## src/rtl/hpdcache_victim_alloc_if.sv

```systemverilog
// Port bundle of the victim allocation sequencer.
// slave is the sequencer's view, master is its environment's view.
interface hpdcache_victim_alloc_if #(
    parameter int unsigned Sets     = 64,
    parameter int unsigned Ways     = 8,
    parameter int unsigned TagWidth = 20
);
    localparam int unsigned SetW = $clog2(Sets);

    // refill allocation request from the miss handler
    logic                     req_valid_i;
    logic                     req_ready_o;
    logic [SetW-1:0]          req_set_i;
    logic [TagWidth-1:0]      req_tag_i;

    // directory read port, data returned one cycle after the strobe
    logic                     dir_rd_o;
    logic [SetW-1:0]          dir_rd_set_o;
    logic [Ways-1:0]          dir_valid_i;
    logic [Ways-1:0]          dir_dirty_i;
    logic [Ways-1:0]          dir_fetch_i;
    logic [Ways*TagWidth-1:0] dir_tag_i;

    // replacement-policy victim selection
    logic                     sel_victim_o;
    logic [SetW-1:0]          sel_victim_set_o;
    logic [Ways-1:0]          sel_dir_valid_o;
    logic [Ways-1:0]          sel_dir_dirty_o;
    logic [Ways-1:0]          sel_dir_fetch_o;
    logic [Ways-1:0]          sel_victim_way_i;

    // replacement-policy touch
    logic                     updt_o;
    logic [SetW-1:0]          updt_set_o;
    logic [Ways-1:0]          updt_way_o;

    // writeback of a dirty victim
    logic                     wb_valid_o;
    logic                     wb_ready_i;
    logic [SetW-1:0]          wb_set_o;
    logic [Ways-1:0]          wb_way_o;
    logic [TagWidth-1:0]      wb_tag_o;

    // directory update marking the chosen way as fetching
    logic                     alloc_o;
    logic [SetW-1:0]          alloc_set_o;
    logic [Ways-1:0]          alloc_way_o;
    logic [TagWidth-1:0]      alloc_tag_o;

    // allocation result back to the miss handler
    logic                     rsp_valid_o;
    logic                     rsp_ready_i;
    logic [Ways-1:0]          rsp_way_o;
    logic                     rsp_wback_o;
    logic                     rsp_fail_o;

    modport slave (
        input  req_valid_i, req_set_i, req_tag_i,
        output req_ready_o,
        output dir_rd_o, dir_rd_set_o,
        input  dir_valid_i, dir_dirty_i, dir_fetch_i, dir_tag_i,
        output sel_victim_o, sel_victim_set_o,
        output sel_dir_valid_o, sel_dir_dirty_o, sel_dir_fetch_o,
        input  sel_victim_way_i,
        output updt_o, updt_set_o, updt_way_o,
        output wb_valid_o, wb_set_o, wb_way_o, wb_tag_o,
        input  wb_ready_i,
        output alloc_o, alloc_set_o, alloc_way_o, alloc_tag_o,
        output rsp_valid_o, rsp_way_o, rsp_wback_o, rsp_fail_o,
        input  rsp_ready_i
    );

    modport master (
        output req_valid_i, req_set_i, req_tag_i,
        input  req_ready_o,
        input  dir_rd_o, dir_rd_set_o,
        output dir_valid_i, dir_dirty_i, dir_fetch_i, dir_tag_i,
        input  sel_victim_o, sel_victim_set_o,
        input  sel_dir_valid_o, sel_dir_dirty_o, sel_dir_fetch_o,
        output sel_victim_way_i,
        input  updt_o, updt_set_o, updt_way_o,
        input  wb_valid_o, wb_set_o, wb_way_o, wb_tag_o,
        output wb_ready_i,
        input  alloc_o, alloc_set_o, alloc_way_o, alloc_tag_o,
        input  rsp_valid_o, rsp_way_o, rsp_wback_o, rsp_fail_o,
        output rsp_ready_i
    );
endinterface

```

## src/rtl/hpdcache_victim_alloc.sv

```systemverilog
// Miss-allocation sequencer: directory read, victim selection,
// optional dirty writeback, directory allocation and PLRU touch.
module hpdcache_victim_alloc #(
    parameter int unsigned Sets     = 64,
    parameter int unsigned Ways     = 8,
    parameter int unsigned TagWidth = 20,
    parameter int unsigned MaxRetry = 4
) (
    input  logic clk_i,
    input  logic rst_i,
    hpdcache_victim_alloc_if.slave bus
);
    localparam int unsigned SetW = $clog2(Sets);
    localparam int unsigned CntW = $clog2(MaxRetry + 1);
    localparam logic [CntW-1:0] MaxCnt = CntW'(MaxRetry);

    typedef enum logic [2:0] {
        IDLE,
        DIR_RD,
        SELECT,
        WB,
        ALLOC,
        RSP
    } state_e;

    state_e              state_q, state_d;
    logic [SetW-1:0]     set_q, set_d;
    logic [TagWidth-1:0] tag_q, tag_d;
    logic [Ways-1:0]     way_q, way_d;
    logic [TagWidth-1:0] vtag_q, vtag_d;
    logic                wback_q, wback_d;
    logic                fail_q, fail_d;
    logic [CntW-1:0]     cnt_q, cnt_d;

    logic                vic_valid;
    logic                vic_dirty;
    logic [TagWidth-1:0] vic_tag;
    logic [CntW-1:0]     cnt_inc;

    // state of the victim picked by the policy, muxed by its one-hot way
    always_comb begin
        vic_tag = '0;
        for (int w = 0; w < int'(Ways); w++) begin
            if (bus.sel_victim_way_i[w]) begin
                vic_tag = vic_tag | bus.dir_tag_i[w*TagWidth +: TagWidth];
            end
        end
        vic_valid = |(bus.sel_victim_way_i & bus.dir_valid_i);
        vic_dirty = |(bus.sel_victim_way_i & bus.dir_dirty_i);
        cnt_inc   = (cnt_q >= MaxCnt) ? MaxCnt : cnt_q + 1'b1;
    end

    // sequencer next state and registered result fields
    always_comb begin
        state_d = state_q;
        set_d   = set_q;
        tag_d   = tag_q;
        way_d   = way_q;
        vtag_d  = vtag_q;
        wback_d = wback_q;
        fail_d  = fail_q;
        cnt_d   = cnt_q;
        unique case (state_q)
            IDLE: begin
                if (bus.req_valid_i) begin
                    set_d   = bus.req_set_i;
                    tag_d   = bus.req_tag_i;
                    way_d   = '0;
                    wback_d = 1'b0;
                    fail_d  = 1'b0;
                    cnt_d   = '0;
                    state_d = DIR_RD;
                end
            end
            DIR_RD: begin
                state_d = SELECT;
            end
            SELECT: begin
                way_d  = bus.sel_victim_way_i;
                vtag_d = vic_tag;
                if (bus.sel_victim_way_i == '0) begin
                    cnt_d = cnt_inc;
                    if (cnt_inc >= MaxCnt) begin
                        fail_d  = 1'b1;
                        state_d = RSP;
                    end else begin
                        state_d = DIR_RD;
                    end
                end else if (vic_valid && vic_dirty) begin
                    state_d = WB;
                end else begin
                    state_d = ALLOC;
                end
            end
            WB: begin
                if (bus.wb_ready_i) begin
                    wback_d = 1'b1;
                    state_d = ALLOC;
                end
            end
            ALLOC: begin
                state_d = RSP;
            end
            RSP: begin
                if (bus.rsp_ready_i) begin
                    state_d = IDLE;
                end
            end
            default: begin
                state_d = IDLE;
            end
        endcase
    end

    // state registers, cleared by synchronous reset
    always_ff @(posedge clk_i) begin
        if (rst_i) begin
            state_q <= IDLE;
            set_q   <= '0;
            tag_q   <= '0;
            way_q   <= '0;
            vtag_q  <= '0;
            wback_q <= 1'b0;
            fail_q  <= 1'b0;
            cnt_q   <= '0;
        end else begin
            state_q <= state_d;
            set_q   <= set_d;
            tag_q   <= tag_d;
            way_q   <= way_d;
            vtag_q  <= vtag_d;
            wback_q <= wback_d;
            fail_q  <= fail_d;
            cnt_q   <= cnt_d;
        end
    end

    // strobes decode registered state only
    assign bus.req_ready_o  = (state_q == IDLE);
    assign bus.dir_rd_o     = (state_q == DIR_RD);
    assign bus.sel_victim_o = (state_q == SELECT);
    assign bus.wb_valid_o   = (state_q == WB);
    assign bus.alloc_o      = (state_q == ALLOC);
    assign bus.updt_o       = (state_q == ALLOC);
    assign bus.rsp_valid_o  = (state_q == RSP);

    assign bus.dir_rd_set_o     = set_q;
    assign bus.sel_victim_set_o = set_q;
    assign bus.sel_dir_valid_o  = bus.dir_valid_i;
    assign bus.sel_dir_dirty_o  = bus.dir_dirty_i;
    assign bus.sel_dir_fetch_o  = bus.dir_fetch_i;

    assign bus.wb_set_o = set_q;
    assign bus.wb_way_o = way_q;
    assign bus.wb_tag_o = vtag_q;

    assign bus.alloc_set_o = set_q;
    assign bus.alloc_way_o = way_q;
    assign bus.alloc_tag_o = tag_q;
    assign bus.updt_set_o  = set_q;
    assign bus.updt_way_o  = way_q;

    assign bus.rsp_way_o   = way_q;
    assign bus.rsp_wback_o = wback_q;
    assign bus.rsp_fail_o  = fail_q;
endmodule

```

## src/flat_wrapper.sv

```systemverilog
// flat-port wrapper written by rule: the top's interface ports become plain ports
module hpdcache_victim_alloc_flat 
#(
    parameter int unsigned Sets     = 64,
    parameter int unsigned Ways     = 8,
    parameter int unsigned TagWidth = 20,
    parameter int unsigned MaxRetry = 4
)
  (clk_i, rst_i, bus_req_valid_i, bus_req_set_i, bus_req_tag_i, bus_req_ready_o, bus_dir_rd_o, bus_dir_rd_set_o, bus_dir_valid_i, bus_dir_dirty_i, bus_dir_fetch_i, bus_dir_tag_i, bus_sel_victim_o, bus_sel_victim_set_o, bus_sel_dir_valid_o, bus_sel_dir_dirty_o, bus_sel_dir_fetch_o, bus_sel_victim_way_i, bus_updt_o, bus_updt_set_o, bus_updt_way_o, bus_wb_valid_o, bus_wb_set_o, bus_wb_way_o, bus_wb_tag_o, bus_wb_ready_i, bus_alloc_o, bus_alloc_set_o, bus_alloc_way_o, bus_alloc_tag_o, bus_rsp_valid_o, bus_rsp_way_o, bus_rsp_wback_o, bus_rsp_fail_o, bus_rsp_ready_i);
  hpdcache_victim_alloc_if #(.Sets(Sets), .Ways(Ways), .TagWidth(TagWidth)) bus_i ();
  input  logic clk_i;
  input  logic rst_i;
  input wire logic [$bits(bus_i.req_valid_i)-1:0] bus_req_valid_i;
  input wire logic [$bits(bus_i.req_set_i)-1:0] bus_req_set_i;
  input wire logic [$bits(bus_i.req_tag_i)-1:0] bus_req_tag_i;
  output wire logic [$bits(bus_i.req_ready_o)-1:0] bus_req_ready_o;
  output wire logic [$bits(bus_i.dir_rd_o)-1:0] bus_dir_rd_o;
  output wire logic [$bits(bus_i.dir_rd_set_o)-1:0] bus_dir_rd_set_o;
  input wire logic [$bits(bus_i.dir_valid_i)-1:0] bus_dir_valid_i;
  input wire logic [$bits(bus_i.dir_dirty_i)-1:0] bus_dir_dirty_i;
  input wire logic [$bits(bus_i.dir_fetch_i)-1:0] bus_dir_fetch_i;
  input wire logic [$bits(bus_i.dir_tag_i)-1:0] bus_dir_tag_i;
  output wire logic [$bits(bus_i.sel_victim_o)-1:0] bus_sel_victim_o;
  output wire logic [$bits(bus_i.sel_victim_set_o)-1:0] bus_sel_victim_set_o;
  output wire logic [$bits(bus_i.sel_dir_valid_o)-1:0] bus_sel_dir_valid_o;
  output wire logic [$bits(bus_i.sel_dir_dirty_o)-1:0] bus_sel_dir_dirty_o;
  output wire logic [$bits(bus_i.sel_dir_fetch_o)-1:0] bus_sel_dir_fetch_o;
  input wire logic [$bits(bus_i.sel_victim_way_i)-1:0] bus_sel_victim_way_i;
  output wire logic [$bits(bus_i.updt_o)-1:0] bus_updt_o;
  output wire logic [$bits(bus_i.updt_set_o)-1:0] bus_updt_set_o;
  output wire logic [$bits(bus_i.updt_way_o)-1:0] bus_updt_way_o;
  output wire logic [$bits(bus_i.wb_valid_o)-1:0] bus_wb_valid_o;
  output wire logic [$bits(bus_i.wb_set_o)-1:0] bus_wb_set_o;
  output wire logic [$bits(bus_i.wb_way_o)-1:0] bus_wb_way_o;
  output wire logic [$bits(bus_i.wb_tag_o)-1:0] bus_wb_tag_o;
  input wire logic [$bits(bus_i.wb_ready_i)-1:0] bus_wb_ready_i;
  output wire logic [$bits(bus_i.alloc_o)-1:0] bus_alloc_o;
  output wire logic [$bits(bus_i.alloc_set_o)-1:0] bus_alloc_set_o;
  output wire logic [$bits(bus_i.alloc_way_o)-1:0] bus_alloc_way_o;
  output wire logic [$bits(bus_i.alloc_tag_o)-1:0] bus_alloc_tag_o;
  output wire logic [$bits(bus_i.rsp_valid_o)-1:0] bus_rsp_valid_o;
  output wire logic [$bits(bus_i.rsp_way_o)-1:0] bus_rsp_way_o;
  output wire logic [$bits(bus_i.rsp_wback_o)-1:0] bus_rsp_wback_o;
  output wire logic [$bits(bus_i.rsp_fail_o)-1:0] bus_rsp_fail_o;
  input wire logic [$bits(bus_i.rsp_ready_i)-1:0] bus_rsp_ready_i;
  assign bus_i.req_valid_i = bus_req_valid_i;
  assign bus_i.req_set_i = bus_req_set_i;
  assign bus_i.req_tag_i = bus_req_tag_i;
  assign bus_req_ready_o = bus_i.req_ready_o;
  assign bus_dir_rd_o = bus_i.dir_rd_o;
  assign bus_dir_rd_set_o = bus_i.dir_rd_set_o;
  assign bus_i.dir_valid_i = bus_dir_valid_i;
  assign bus_i.dir_dirty_i = bus_dir_dirty_i;
  assign bus_i.dir_fetch_i = bus_dir_fetch_i;
  assign bus_i.dir_tag_i = bus_dir_tag_i;
  assign bus_sel_victim_o = bus_i.sel_victim_o;
  assign bus_sel_victim_set_o = bus_i.sel_victim_set_o;
  assign bus_sel_dir_valid_o = bus_i.sel_dir_valid_o;
  assign bus_sel_dir_dirty_o = bus_i.sel_dir_dirty_o;
  assign bus_sel_dir_fetch_o = bus_i.sel_dir_fetch_o;
  assign bus_i.sel_victim_way_i = bus_sel_victim_way_i;
  assign bus_updt_o = bus_i.updt_o;
  assign bus_updt_set_o = bus_i.updt_set_o;
  assign bus_updt_way_o = bus_i.updt_way_o;
  assign bus_wb_valid_o = bus_i.wb_valid_o;
  assign bus_wb_set_o = bus_i.wb_set_o;
  assign bus_wb_way_o = bus_i.wb_way_o;
  assign bus_wb_tag_o = bus_i.wb_tag_o;
  assign bus_i.wb_ready_i = bus_wb_ready_i;
  assign bus_alloc_o = bus_i.alloc_o;
  assign bus_alloc_set_o = bus_i.alloc_set_o;
  assign bus_alloc_way_o = bus_i.alloc_way_o;
  assign bus_alloc_tag_o = bus_i.alloc_tag_o;
  assign bus_rsp_valid_o = bus_i.rsp_valid_o;
  assign bus_rsp_way_o = bus_i.rsp_way_o;
  assign bus_rsp_wback_o = bus_i.rsp_wback_o;
  assign bus_rsp_fail_o = bus_i.rsp_fail_o;
  assign bus_i.rsp_ready_i = bus_rsp_ready_i;
  hpdcache_victim_alloc #(.Sets(Sets), .Ways(Ways), .TagWidth(TagWidth), .MaxRetry(MaxRetry)) u_core (.clk_i(clk_i), .rst_i(rst_i), .bus(bus_i));
endmodule
```

## config.mk

```make
export PLATFORM = sky130hd
export DESIGN_NAME = hpdcache_victim_alloc_flat
export DESIGN_NICKNAME = d
export VERILOG_FILES = /design/src/rtl/hpdcache_victim_alloc_if.sv /design/src/rtl/hpdcache_victim_alloc.sv /design/src/flat_wrapper.sv
export SDC_FILE = /design/constraint.sdc
export NUM_CORES = 1
export LEC_CHECK = 0
export BUFFER_PORTS_ARGS = -buffer_cell sky130_fd_sc_hd__buf_4
export CORE_AREA = 3 3 140 142
export DETAILED_ROUTE_END_ITERATION = 10
export DIE_AREA = 0 0 143 145
export SLEW_MARGIN = 20
export SYNTH_ARGS = -nofsm -noshare
export SYNTH_HDL_FRONTEND = slang
export SYNTH_SLANG_ARGS = --single-unit
export TNS_END_PERCENT = 1
```

## constraint.sdc

```tcl
create_clock -name clk_i -period 2.5 [get_ports clk_i]
set_input_delay 0.125 -clock clk_i [delete_from_list [all_inputs] [get_ports clk_i]]
set_output_delay 0.125 -clock clk_i [all_outputs]
set_load 0.005 [all_outputs]
```

### Yosys cells after proc, flatten, opt, wreduce, memory -nomap -nowiden

Cells that the tools add are included.

* flip-flop bits (word level): 62
* input bits: 223
* output and inout port bits: 135
* logic and storage cells: 70

* add/sub/neg operators: 1
* $lt $le $gt $ge: 2
* equality and inequality tests: 10
* multiplexer cells: 27
* bitwise operators: 9
* reduce and logical (&&, ||, !) cells: 13

Operator list (number)
* 20-bit two-way mux: 8
* 20-bit OR: 7
* 3-bit two-way mux: 9
* 3-bit one-hot mux with 6 select lines: 1
* 8-bit bitwise AND: 2
* 8-bit one-hot mux with 2 select lines: 1
* 8-bit OR reduction: 2
* 3-bit AND reduction: 3
* 8-bit zero test: 1
* 8-bit two-way mux: 1
* 2-bit by 1-bit != test with 1-bit output (second input constant): 4
* 3-bit by 2-bit equality test with 1-bit output (second input constant): 2
* 3-bit equality test (second input constant): 2
* 3-bit greater-or-equal comparator (second input constant): 2
* 3-bit one-hot mux with 2 select lines: 1
* 1-bit two-way mux: 4
* 1-bit one-hot mux with 2 select lines: 2
* 2-bit AND reduction: 2
* 4-bit AND reduction: 1
* 2-bit nonzero test: 2
* 3-bit by 1-bit adder with 3-bit output (second input constant): 1
* 3-bit by 1-bit equality test with 1-bit output (second input constant): 1
* 3-bit zero test: 1
* 2-bit != test (second input constant): 1
* 1-bit logical AND: 1

### Logic depth before layout (Yosys ltp)

Gate-level depths: netlist of the first run.

* word-level depth: 15
* gate-level depth with buffers: 8
* gate-level depth less buffers: 6

### Least setup slack after synthesis of the first run

No wires, ideal clock.

* path kind: reg2reg
* start: reg u_core.state_q[1]
* end: reg u_core.cnt_q[1]
* library setup time: 0.070 ns
* arrival: 1.710 ns
* data required time: 2.430 ns
* slack: 0.719 ns
* cell stages (with the launch flop): 9
* path buffers: 2
* clock period less this slack: 1.781 ns
* cells stage by stage: dfxtp_1 buf_4 inv_2 or3_1 buf_6 clkinv_8 a31oi_4 or4b_1 a21oi_1

* longest elaborated chain between the ends: 3
* elaborated cells between the ends (all ways): 7
* those cells by class: 3 x eq/ne; 1 x mux; 3 x reduce/logical

Ends and longest elaborated chain
* start, declared: RTL line hpdcache_victim_alloc.sv:26 `state_e state_q, state_d;`
* start signal, assigned: RTL line hpdcache_victim_alloc.sv:127 `state_q <= state_d;`
* 3-bit by 2-bit equality test with 1-bit output / 3-bit zero test (equally long branches): RTL line hpdcache_victim_alloc.sv:63 `unique case (state_q)`
* 2-bit by 1-bit != test with 1-bit output (no line), or another cell as far along
* 3-bit AND reduction (no line)
* end signal, assigned: RTL line hpdcache_victim_alloc.sv:134 `cnt_q <= cnt_d;`
* end, declared: RTL line hpdcache_victim_alloc.sv:33 `logic [CntW-1:0] cnt_q, cnt_d;`

Several ways; a longest one is shown, not always the timed one.
A chain may end at the register's enable or synchronous reset.

### Final worst setup path of the first run

* start: reg u_core.state_q[1]
* end: out bus_sel_victim_o

* longest elaborated chain between the ends: 1

Ends and longest elaborated chain
* 3-bit by 2-bit equality test with 1-bit output: RTL line hpdcache_victim_alloc.sv:141 `assign bus.sel_victim_o = (state_q == SELECT);`
* end, declared: RTL line flat_wrapper.sv:23 `output wire logic [$bits(bus_i.sel_victim_o)-1:0] bus_sel_victim_o;`

No other way between the ends.

==> flow_summary_export.csv, run 1 <==
group,metric,value,unit
floorplan,core-area,18580,µm²
logic_synthesis,synth_most_common_cell,"buf_4",
route,vias,4489,
route,viasPerCell,4.720,
logic_synthesis,syn_area,3770,µm²
sta,min_period_over_period,0.8857,
setup_path,reg2reg_to,"u_core.cnt_q[1]$_SDFFE_PP0P_",
logic_synthesis,synth_commonest_cells,"buf_4, nand2_1, dfxtp_1",
global_routing,gr-usage-all-layers,0.1672,
global_routing,grt_max_degree,37,
hold_path,holdPathEnd,"u_core.bus.alloc_tag_o[14]$_SDFFE_PP0P_",
hold_path,min-delay-start,"bus_req_tag_i[14]",
floorplan,die_width,143,µm
floorplan,start_util,0.2029,
logic_synthesis,ys.flop_type,"dfxtp_1",
logic_synthesis,yosysWarnings,0,
sta,slew_violations,0,
cts,clock_path_buffers,2,
global_routing,grt_pass1_wl,26.56,mm
setup_path,timing.reg2reg.worst_path_depth,6,
finish,layout-drive-gt1-share,0.5160,
logic_synthesis,synthCells,462,
power,vdd_drop_max,233.1,µV
route,drt_iter0_drc,156,
setup_path,critPathArrivalTime,2.09,ns
sta,finalSetupViolations,0,
cts,hold_buffers,0,
placed_design,place_ws,0.4585,ns
sta,finalWorstSetupSlack,0.2858,ns
sta,rsz0062_at_grt,"no",
floorplan,floorplan.die.height,145,µm
sta,slew_headroom,0.6002,
status,status,"finished clean",
floorplan,die_area,20740,µm²
global_routing,grt_pass1_vias,4456,
sta,worst_slew_pin_slew,0.5942,ns
logic_synthesis,postSynth.asyncResetShare,0,
sta,min_period,2.214,ns
setup_path,worstPathMaxFanout,32,
setup_path,setup.worst_path.class,"reg2out",
placed_design,io_buffers,341,
logic_synthesis,synth_top_area_share,0.3292,
run,maxCapViolations,0,
hold_path,hold_class,"in2reg",
route,drt_drc_violations_left,0,
cts,cts.sinks,62,
global_routing,grt.overflow.total,0,
cts,cts_buffers,9,
cts,ctsRootBufferMaster,"clkbuf_16",
logic_synthesis,synth_top_area_cell,"dfxtp_1",
cts,post_cts_resized,0,
logic_synthesis,ys_seq_area_frac,0.3292,
logic_synthesis,synth_fp_nets,687,
setup_path,worstReg2RegStart,"u_core.state_q[1]$_SDFFE_PP0P_",
setup_path,setup.worst_path.start_class,"flop",
finish,num_antenna_cells,0,
logic_synthesis,synth.area.top_cells,"dfxtp_1, buf_4, a22o_1",
logic_synthesis,synth_seq_cells,62,
global_routing,antenna_found_initial,0,
cts,path_clk_slew,0.06,ns
setup_path,required,2.38,ns
floorplan,fp-row-count,50,
placed_design,gp_congestion,0.7772,
cts,cts-htree-levels,3,
cts,clock_latency,0.33,ns
route,drt_wl_total,18.25,mm
power,power_density,662.3,nW/µm²
cts,cts_setup_buffers,0,
finish,final_nets,937,
sta,tns,0,ns
power,leakage,0.002915,µW
placed_design,hpwlAfterDp,14.34,mm
finish,nFillCells,1985,
logic_synthesis,syn_area_per_cell,8.160,µm²
sta,hold_viol,0,
floorplan,io_pins,358,
route,ant_nets,0,
cts,cts_tree,"done",
hold_path,min_path_cells,3,
logic_synthesis,synth.distinct_cells,37,
finish,areaGrowthSynthToFinish,66.78,%
setup_path,end_kind,"primary output",
sta,fmax,451.6,MHz
setup_path,rrSetupSlack,0.44,ns
logic_synthesis,synth_edf_count,0,
route,wl_per_cell,19.19,µm
route,drtPass1Iterations,4,
sta,fin_skew,0.007997,ns
-- worst max-delay path: stages, from the launching register on --
cell	delay, ns
dfxtp_1	0.49
inv_2	0.10
or3_1	0.47
clkinv_8	0.15
buf_4	0.34
buf_4	0.18
-- routing by layer --
layer	global-route usage	routed length, µm	vias up
met4	0.05798	374	0
met3	0.05142	1894	24
met1	0.1943	6902	2057
met2	0.2878	9082	255
met5	0	0	-
li1	-	-	2153
-- area by class of cell --
class                   instances  area [µm²]  area share
clock buffers                  11       232.7     0.03701
clock inverters                 5       60.06    0.009552
inverters                       5       31.28    0.004975
multi-input cells             283        1794      0.2854
flip-flops and latches         62        1241      0.1974
well taps                     234       292.8     0.04657
repair buffers                351        2635      0.4191
-- worst max path at each step --
stage                                    from                      endpoint  slack [ns]  depth (start not counted)
2_1_floorplan  u_core.state_q[1]$_SDFFE_PP0P_  u_core.cnt_q[1]$_SDFFE_PP0P_        0.72                          8
3_3_place_gp   u_core.state_q[1]$_SDFFE_PP0P_  u_core.cnt_q[1]$_SDFFE_PP0P_        0.48                          6
3_5_place_dp   u_core.state_q[1]$_SDFFE_PP0P_  u_core.cnt_q[1]$_SDFFE_PP0P_        0.46                          6
4_1_cts        u_core.state_q[1]$_SDFFE_PP0P_              bus_sel_victim_o        0.25                          5
5_1_grt        u_core.state_q[1]$_SDFFE_PP0P_              bus_sel_victim_o        0.16                          5
6_report       u_core.state_q[1]$_SDFFE_PP0P_              bus_sel_victim_o        0.29                          5
-- state kept, by name, summed over array words and instances, names as in the netlist --
signal	cells
u_core.bus.rsp_fail_o	1
u_core.bus.alloc_way_o	8
u_core.cnt_q	3
u_core.state_q	3
u_core.bus.alloc_set_o	6
u_core.bus.rsp_wback_o	1
u_core.bus.alloc_tag_o	20
u_core.bus.wb_tag_o	20
-- kinds of logic (layout without fill, tap and decap cells) --
family,after synthesis,after routing,share of synthesized area
fa+ha+maj,2,2,0.006637
flops,62,62,0.3292
buf+inv,117,372,0.1965
simple gates,120,120,0.1364
compound gates,161,161,0.3312
-- power breakdown --
group          switching, µW  internal (µW)  total, µW  leakage [µW]
Combinational            751            854       1610       0.00227
Clock                    462            773       1240      0.000140
Sequential               150           1170       1320      0.000506
-- stage by stage --
step,cells,util,hold WS (ns),total power (µW),cell area (µm²)
finish,951,0.3384,0.04586,4164,6287
global route,951,0.3384,0.04473,4456,6287
CTS,951,0.3384,0.02428,4258,6287
detailed placement,935,0.3226,0.2500,2983,5995
global placement,935,0.3226,0.2500,2959,5995
floorplan,462,-,0.2610,2169,3770
-- cells in the final DEF, fill, tap and decap left out, types with 4 or more instances in the layout --
cell / synthesis / layout
a22oi_1: 8 / 8
a221oi_1: 40 / 40
nand2_1: 67 / 67
buf_4: 74 / 351
nor2_1: 26 / 26
a311oi_1: 20 / 20
dfxtp_1: 62 / 62
nor3_1: 4 / 4
a21oi_1: 41 / 41
nand3_1: 8 / 8
clkbuf_16: 0 / 9
a22o_1: 41 / 41
No activity file was read; power rests on OpenSTA's default activity.
==> inputs of run 2 (changes only) <==
- CORE_AREA: 3 3 140 142 -> 2 2 139 141
- DIE_AREA: 0 0 143 145 -> 0 0 141 143
==> run 2 against run 1 <==
Wire length fell by 3.3%. Via count down 1.4%. Flip-flop and latch count is the same. Clock skew about the same. Sequential share of layout area down 0.094 points. Non-clock buffer count stayed put. Critical path type unchanged.
==> flow_summary_export.csv, run 2 (synthesized netlist as in run 1, its figures left out) <==
group,metric,value,unit
status,status,"finished clean",
run,maxCapViolations,0,
global_routing,gr-usage-all-layers,0.1666,
route,drtPass1Iterations,4,
global_routing,antenna_found_initial,0,
power,vdd_drop_max,227.8,µV
cts,path_clk_slew,0.05,ns
floorplan,fp-row-count,50,
sta,min_period_over_period,0.8732,
global_routing,grt_pass1_wl,25.28,mm
hold_path,holdPathEnd,"u_core.bus.alloc_set_o[4]$_SDFFE_PP0P_",
setup_path,end_kind,"primary output",
power,leakage,0.002936,µW
setup_path,path_cells,"inv_2 > or3_1 > clkinv_8 > buf_4 > buf_4",
finish,final_common_cell,"buf_4",
floorplan,floorplan.die.height,143,µm
finish,final_nets,937,
finish,finalNonFillerCells,950,
finish,layout-drive-gt1-share,0.5182,
route,ant_nets,0,
route,drt_drc_violations_left,0,
setup_path,required,2.38,ns
cts,hold_buffers,0,
power,power_density,674.3,nW/µm²
setup_path,worstReg2RegStart,"u_core.state_q[1]$_SDFFE_PP0P_",
setup_path,max_stage_delay,0.50,ns
route,wl_per_cell,18.58,µm
cts,cts_buffers,9,
hold_path,min_path_cells,3,
route,viasPerCell,4.658,
setup_path,crit_buf_inv,4,
cts,cts_tree,"done",
finish,num_antenna_cells,0,
hold_path,hold_class,"in2reg",
sta,rsz0062_at_grt,"no",
global_routing,grt.overflow.total,0,
sta,fmax,458.1,MHz
sta,tns,0,ns
sta,fin_skew,0.007657,ns
placed_design,hpwlAfterDp,13.84,mm
placed_design,place_inst,935,
cts,cts-htree-levels,3,
setup_path,slowest_stage,"dfxtp_1",
route,vias,4425,
setup_path,reg2reg_to,"u_core.cnt_q[1]$_SDFFE_PP0P_",
sta,min_period,2.183,ns
cts,clock_latency,0.33,ns
cts,post_cts_resized,0,
setup_path,setup.worst_path.start_class,"flop",
placed_design,gp_congestion,0.8398,
setup_path,setup.worst_path.class,"reg2out",
hold_path,min-delay-start,"bus_req_set_i[4]",
cts,cts.sinks,62,
power,power,4260,µW
floorplan,die_width,141,µm
setup_path,cp_common_cell,"buf_4",
route,drt_wl_total,17.65,mm
floorplan,io_pins,358,
setup_path,path_delay_family,"buffers and inverters",
route,drt_iter0_drc,164,
cts,ctsRootBufferMaster,"clkbuf_16",
sta,worst_slew_pin_slew,0.7145,ns
setup_path,rrSetupSlack,0.42,ns
cts,cts_setup_buffers,0,
cts,clock_path_buffers,2,
setup_path,worstPathMaxFanout,29,
setup_path,timing.reg2reg.worst_path_depth,6,
sta,hold_viol,0,
sta,slew_violations,0,
floorplan,die_area,20160,µm²
finish,final_cell_mix,"buf_4, nand2_1, dfxtp_1",
sta,finalSetupViolations,0,
setup_path,critPathArrivalTime,2.06,ns
sta,finalWorstSetupSlack,0.3169,ns
floorplan,core-area,18580,µm²
global_routing,grt_max_degree,36,
global_routing,grt_pass1_vias,4198,
sta,slew_headroom,0.5193,
finish,areaGrowthSynthToFinish,67.57,%
floorplan,start_util,0.2029,
sta,hold_ws,0.04416,ns
placed_design,place_ws,0.4488,ns
placed_design,io_buffers,341,
==> run 2: power by group <==
group | internal [µW] | switching, µW | leakage [µW]
Clock | 917 | 435 | 0.000161
Combinational | 848 | 735 | 0.00227
Sequential | 1170 | 151 | 0.000506
Total | 2940 | 1320 | 0.00294
==> run 2: layout make-up <==
class / instances / area [µm²]
Clock buffer: 11 / 252.7
Clock inverter: 4 / 70.07
Fill cell: 1972 / 12260
Inverter: 5 / 31.28
Multi-Input combinational cell: 283 / 1794
Sequential cell: 62 / 1241
Tap cell: 234 / 292.8
Timing Repair Buffer: 351 / 2635
==> run 2: worst min-delay path: cells and delay by family <==
family	cells	cell delay, ns
and+or+nand+nor	1	0.04
buffers and inverters	1	0.11
AOI/OAI and AO/OA	1	0.05
==> run 2: per-stage QoR <==
step | instance area, µm² | util
4_1_cts | 6317 | 0.3400
6_report | 6317 | 0.3400
3_5_place_dp | 5995 | 0.3226
2_1_floorplan | 3770 | -
3_3_place_gp | 5995 | 0.3226
5_1_grt | 6317 | 0.3400
==> run 2: how the worst max path moves through the flow <==
stage          cells past startpoint                            to                           start  slack (ns)
2_1_floorplan                      8  u_core.cnt_q[1]$_SDFFE_PP0P_  u_core.state_q[1]$_SDFFE_PP0P_        0.72
3_5_place_dp                       6  u_core.cnt_q[1]$_SDFFE_PP0P_  u_core.state_q[1]$_SDFFE_PP0P_        0.45
5_1_grt                            5              bus_sel_victim_o  u_core.state_q[1]$_SDFFE_PP0P_        0.18
3_3_place_gp                       6  u_core.cnt_q[1]$_SDFFE_PP0P_  u_core.state_q[1]$_SDFFE_PP0P_        0.48
4_1_cts                            5              bus_sel_victim_o  u_core.state_q[1]$_SDFFE_PP0P_        0.28
6_report                           5              bus_sel_victim_o  u_core.state_q[1]$_SDFFE_PP0P_        0.32
==> run 2: layer usage <==
layer / track usage / share of wire / wire, µm
met1: 0.1895 / 0.38 / 6732
met5: 0 / 0 / 0
met2: 0.2935 / 0.51 / 9024
met3: 0.05231 / 0.091 / 1607
met4: 0.06158 / 0.016 / 286
==> inputs of run 3 (changes only) <==
- REMOVE_ABC_BUFFERS: unset -> 1
- SLEW_MARGIN: 20 -> 40
==> run 3 against run 2 <==
Register-to-register slack gained 0.04 ns. Flip-flop and latch count unchanged. Worst setup slack better by 0.14 ns. Cell area stayed put. Clock power about the same. Combinational power hardly changed. Cell count unchanged. Utilization unchanged. Wire length fell by 3.7%.
==> flow_summary_export.csv, run 3 (synthesized netlist as in run 1, its figures left out) <==
group,metric,value,unit
run,maxCapViolations,0,
setup_path,setup.worst_path.start_class,"flop",
cts,cts_tree,"done",
route,drt_drc_violations_left,0,
route,met1Wirelength,6.869,mm
global_routing,grt_max_degree,44,
sta,fmax,489.0,MHz
sta,worst_slew_pin_slew,0.7394,ns
sta,min_period,2.045,ns
global_routing,grt.overflow.total,0,
sta,hold_ws,0.04094,ns
global_routing,antenna_found_initial,0,
finish,final_nets,937,
route,viasPerCell,4.717,
route,wl_met2,8.295,mm
setup_path,critPathArrivalTime,2.31,ns
setup_path,slowest_stage,"or4b_1",
global_routing,grt_pass1_wl,24.85,mm
setup_path,worstPathMaxFanout,25,
placed_design,hpwlAfterDp,13.09,mm
placed_design,io_buffers,341,
cts,path_clk_slew,0.06,ns
finish,layout-drive-gt1-share,0.5182,
cts,clock_path_buffers,2,
floorplan,io_pins,358,
placed_design,place_inst,935,
hold_path,holdPathEnd,"u_core.bus.alloc_tag_o[16]$_SDFFE_PP0P_",
hold_path,min-delay-start,"bus_req_tag_i[16]",
hold_path,min_path_cells,3,
floorplan,fp-row-count,50,
cts,cts.sinks,62,
route,drt_wl_total,17.00,mm
route,drt_iter0_drc,152,
cts,ctsRootBufferMaster,"clkbuf_16",
cts,post_cts_resized,0,
floorplan,die_area,20160,µm²
setup_path,timing.reg2reg.worst_path_depth,6,
power,power_density,676.4,nW/µm²
finish,areaGrowthSynthToFinish,67.57,%
floorplan,start_util,0.2029,
sta,rsz0062_at_grt,"no",
finish,final_cell_mix,"buf_4, nand2_1, dfxtp_1",
sta,fin_skew,0.009935,ns
cts,cts-htree-levels,3,
route,ant_nets,0,
finish,nFillCells,1992,
finish,finalNonFillerCells,950,
route,drtPass1Iterations,5,
power,vdd_drop_max,237.4,µV
hold_path,hold_class,"in2reg",
sta,min_period_over_period,0.8180,
route,highest_layer,"met4",
setup_path,worstReg2RegStart,"u_core.state_q[1]$_SDFFE_PP0P_",
setup_path,rrSetupSlack,0.46,ns
setup_path,crit_buf_inv,2,
cts,hold_buffers,0,
setup_path,reg2reg_to,"u_core.cnt_q[1]$_SDFFE_PP0P_",
sta,hold_viol,0,
global_routing,gr-usage-all-layers,0.1623,
route,vias,4481,
setup_path,path_delay_family,"simple AND/OR/NAND/NOR gates",
setup_path,end_kind,"flop",
global_routing,grt_pass1_vias,4386,
sta,slew_headroom,0.5025,
power,power,4273,µW
setup_path,setup.worst_path.class,"reg2reg",
finish,num_antenna_cells,0,
finish,seq_area,1241,µm²
floorplan,floorplan.die.height,143,µm
cts,cts_buffers,9,
cts,cts_setup_buffers,0,
finish,multi_input_area,1794,µm²
floorplan,core-area,18580,µm²
cts,clock_latency,0.33,ns
setup_path,path_cells,"inv_2 > or3_1 > clkinv_8 > a31oi_4 > or4b_1 > a21oi_1",
setup_path,required,2.76,ns
sta,slew_violations,0,
status,status,"finished clean",
setup_path,max_stage_delay,0.52,ns
route,wl_met3,1.625,mm
route,wl_per_cell,17.90,µm
sta,tns,0,ns
power,leakage,0.002936,µW
floorplan,die_width,141,µm
sta,finalSetupViolations,0,
finish,final_common_cell,"buf_4",
placed_design,gp_congestion,0.7801,
run 3: cell counts in the layout (fill, tap and decap cells not counted):
Identical to the previous run, type by type.
run 3: worst max-delay path by stage:
stage	startpoint	endpoint	cells past startpoint
2_1_floorplan	u_core.state_q[0]$_SDFFE_PP0P_	u_core.cnt_q[1]$_SDFFE_PP0P_	4
6_report	u_core.state_q[1]$_SDFFE_PP0P_	u_core.cnt_q[1]$_SDFFE_PP0P_	6
4_1_cts	u_core.state_q[1]$_SDFFE_PP0P_	u_core.cnt_q[1]$_SDFFE_PP0P_	6
5_1_grt	u_core.state_q[1]$_SDFFE_PP0P_	u_core.cnt_q[1]$_SDFFE_PP0P_	6
3_3_place_gp	u_core.state_q[1]$_SDFFE_PP0P_	u_core.cnt_q[1]$_SDFFE_PP0P_	6
3_5_place_dp	u_core.state_q[1]$_SDFFE_PP0P_	u_core.cnt_q[1]$_SDFFE_PP0P_	6
run 3: power by group:
part	switching [µW]	leakage (µW)	internal, µW
Sequential	150	0.000506	1170
Combinational	733	0.00227	848
Clock	452	0.000161	917
run 3: layer usage:
metal | vias to the layer above | global-route usage
met3 | 15 | 0.05030
li1 | 2156 | -
met4 | 0 | 0.04579
met2 | 262 | 0.2755
met1 | 2048 | 0.1990
met5 | - | 0
run 3: layout make-up:
class / count / area share
Inverter: 5 / 0.004951
Sequential cell: 62 / 0.1965
Timing Repair Buffer: 351 / 0.4171
Multi-Input combinational cell: 283 / 0.2840
Clock inverter: 4 / 0.01109
Tap cell: 234 / 0.04635
Clock buffer: 11 / 0.04001
run 3: per-stage QoR:
step	util	worst slack (ns)	cell area, µm²
2_1_floorplan	-	-1.075	3060
3_3_place_gp	0.3226	0.4802	5995
3_5_place_dp	0.3226	0.4866	5995
4_1_cts	0.3400	0.4462	6317
5_1_grt	0.3400	0.3157	6317
6_report	0.3400	0.4550	6317
run 3: worst min-delay path, delay by kind of cell:
kind | cells | cell delay [ns]
AOI/OAI and AO/OA | 1 | 0.05
buffers and inverters | 1 | 0.11
and+or+nand+nor | 1 | 0.04
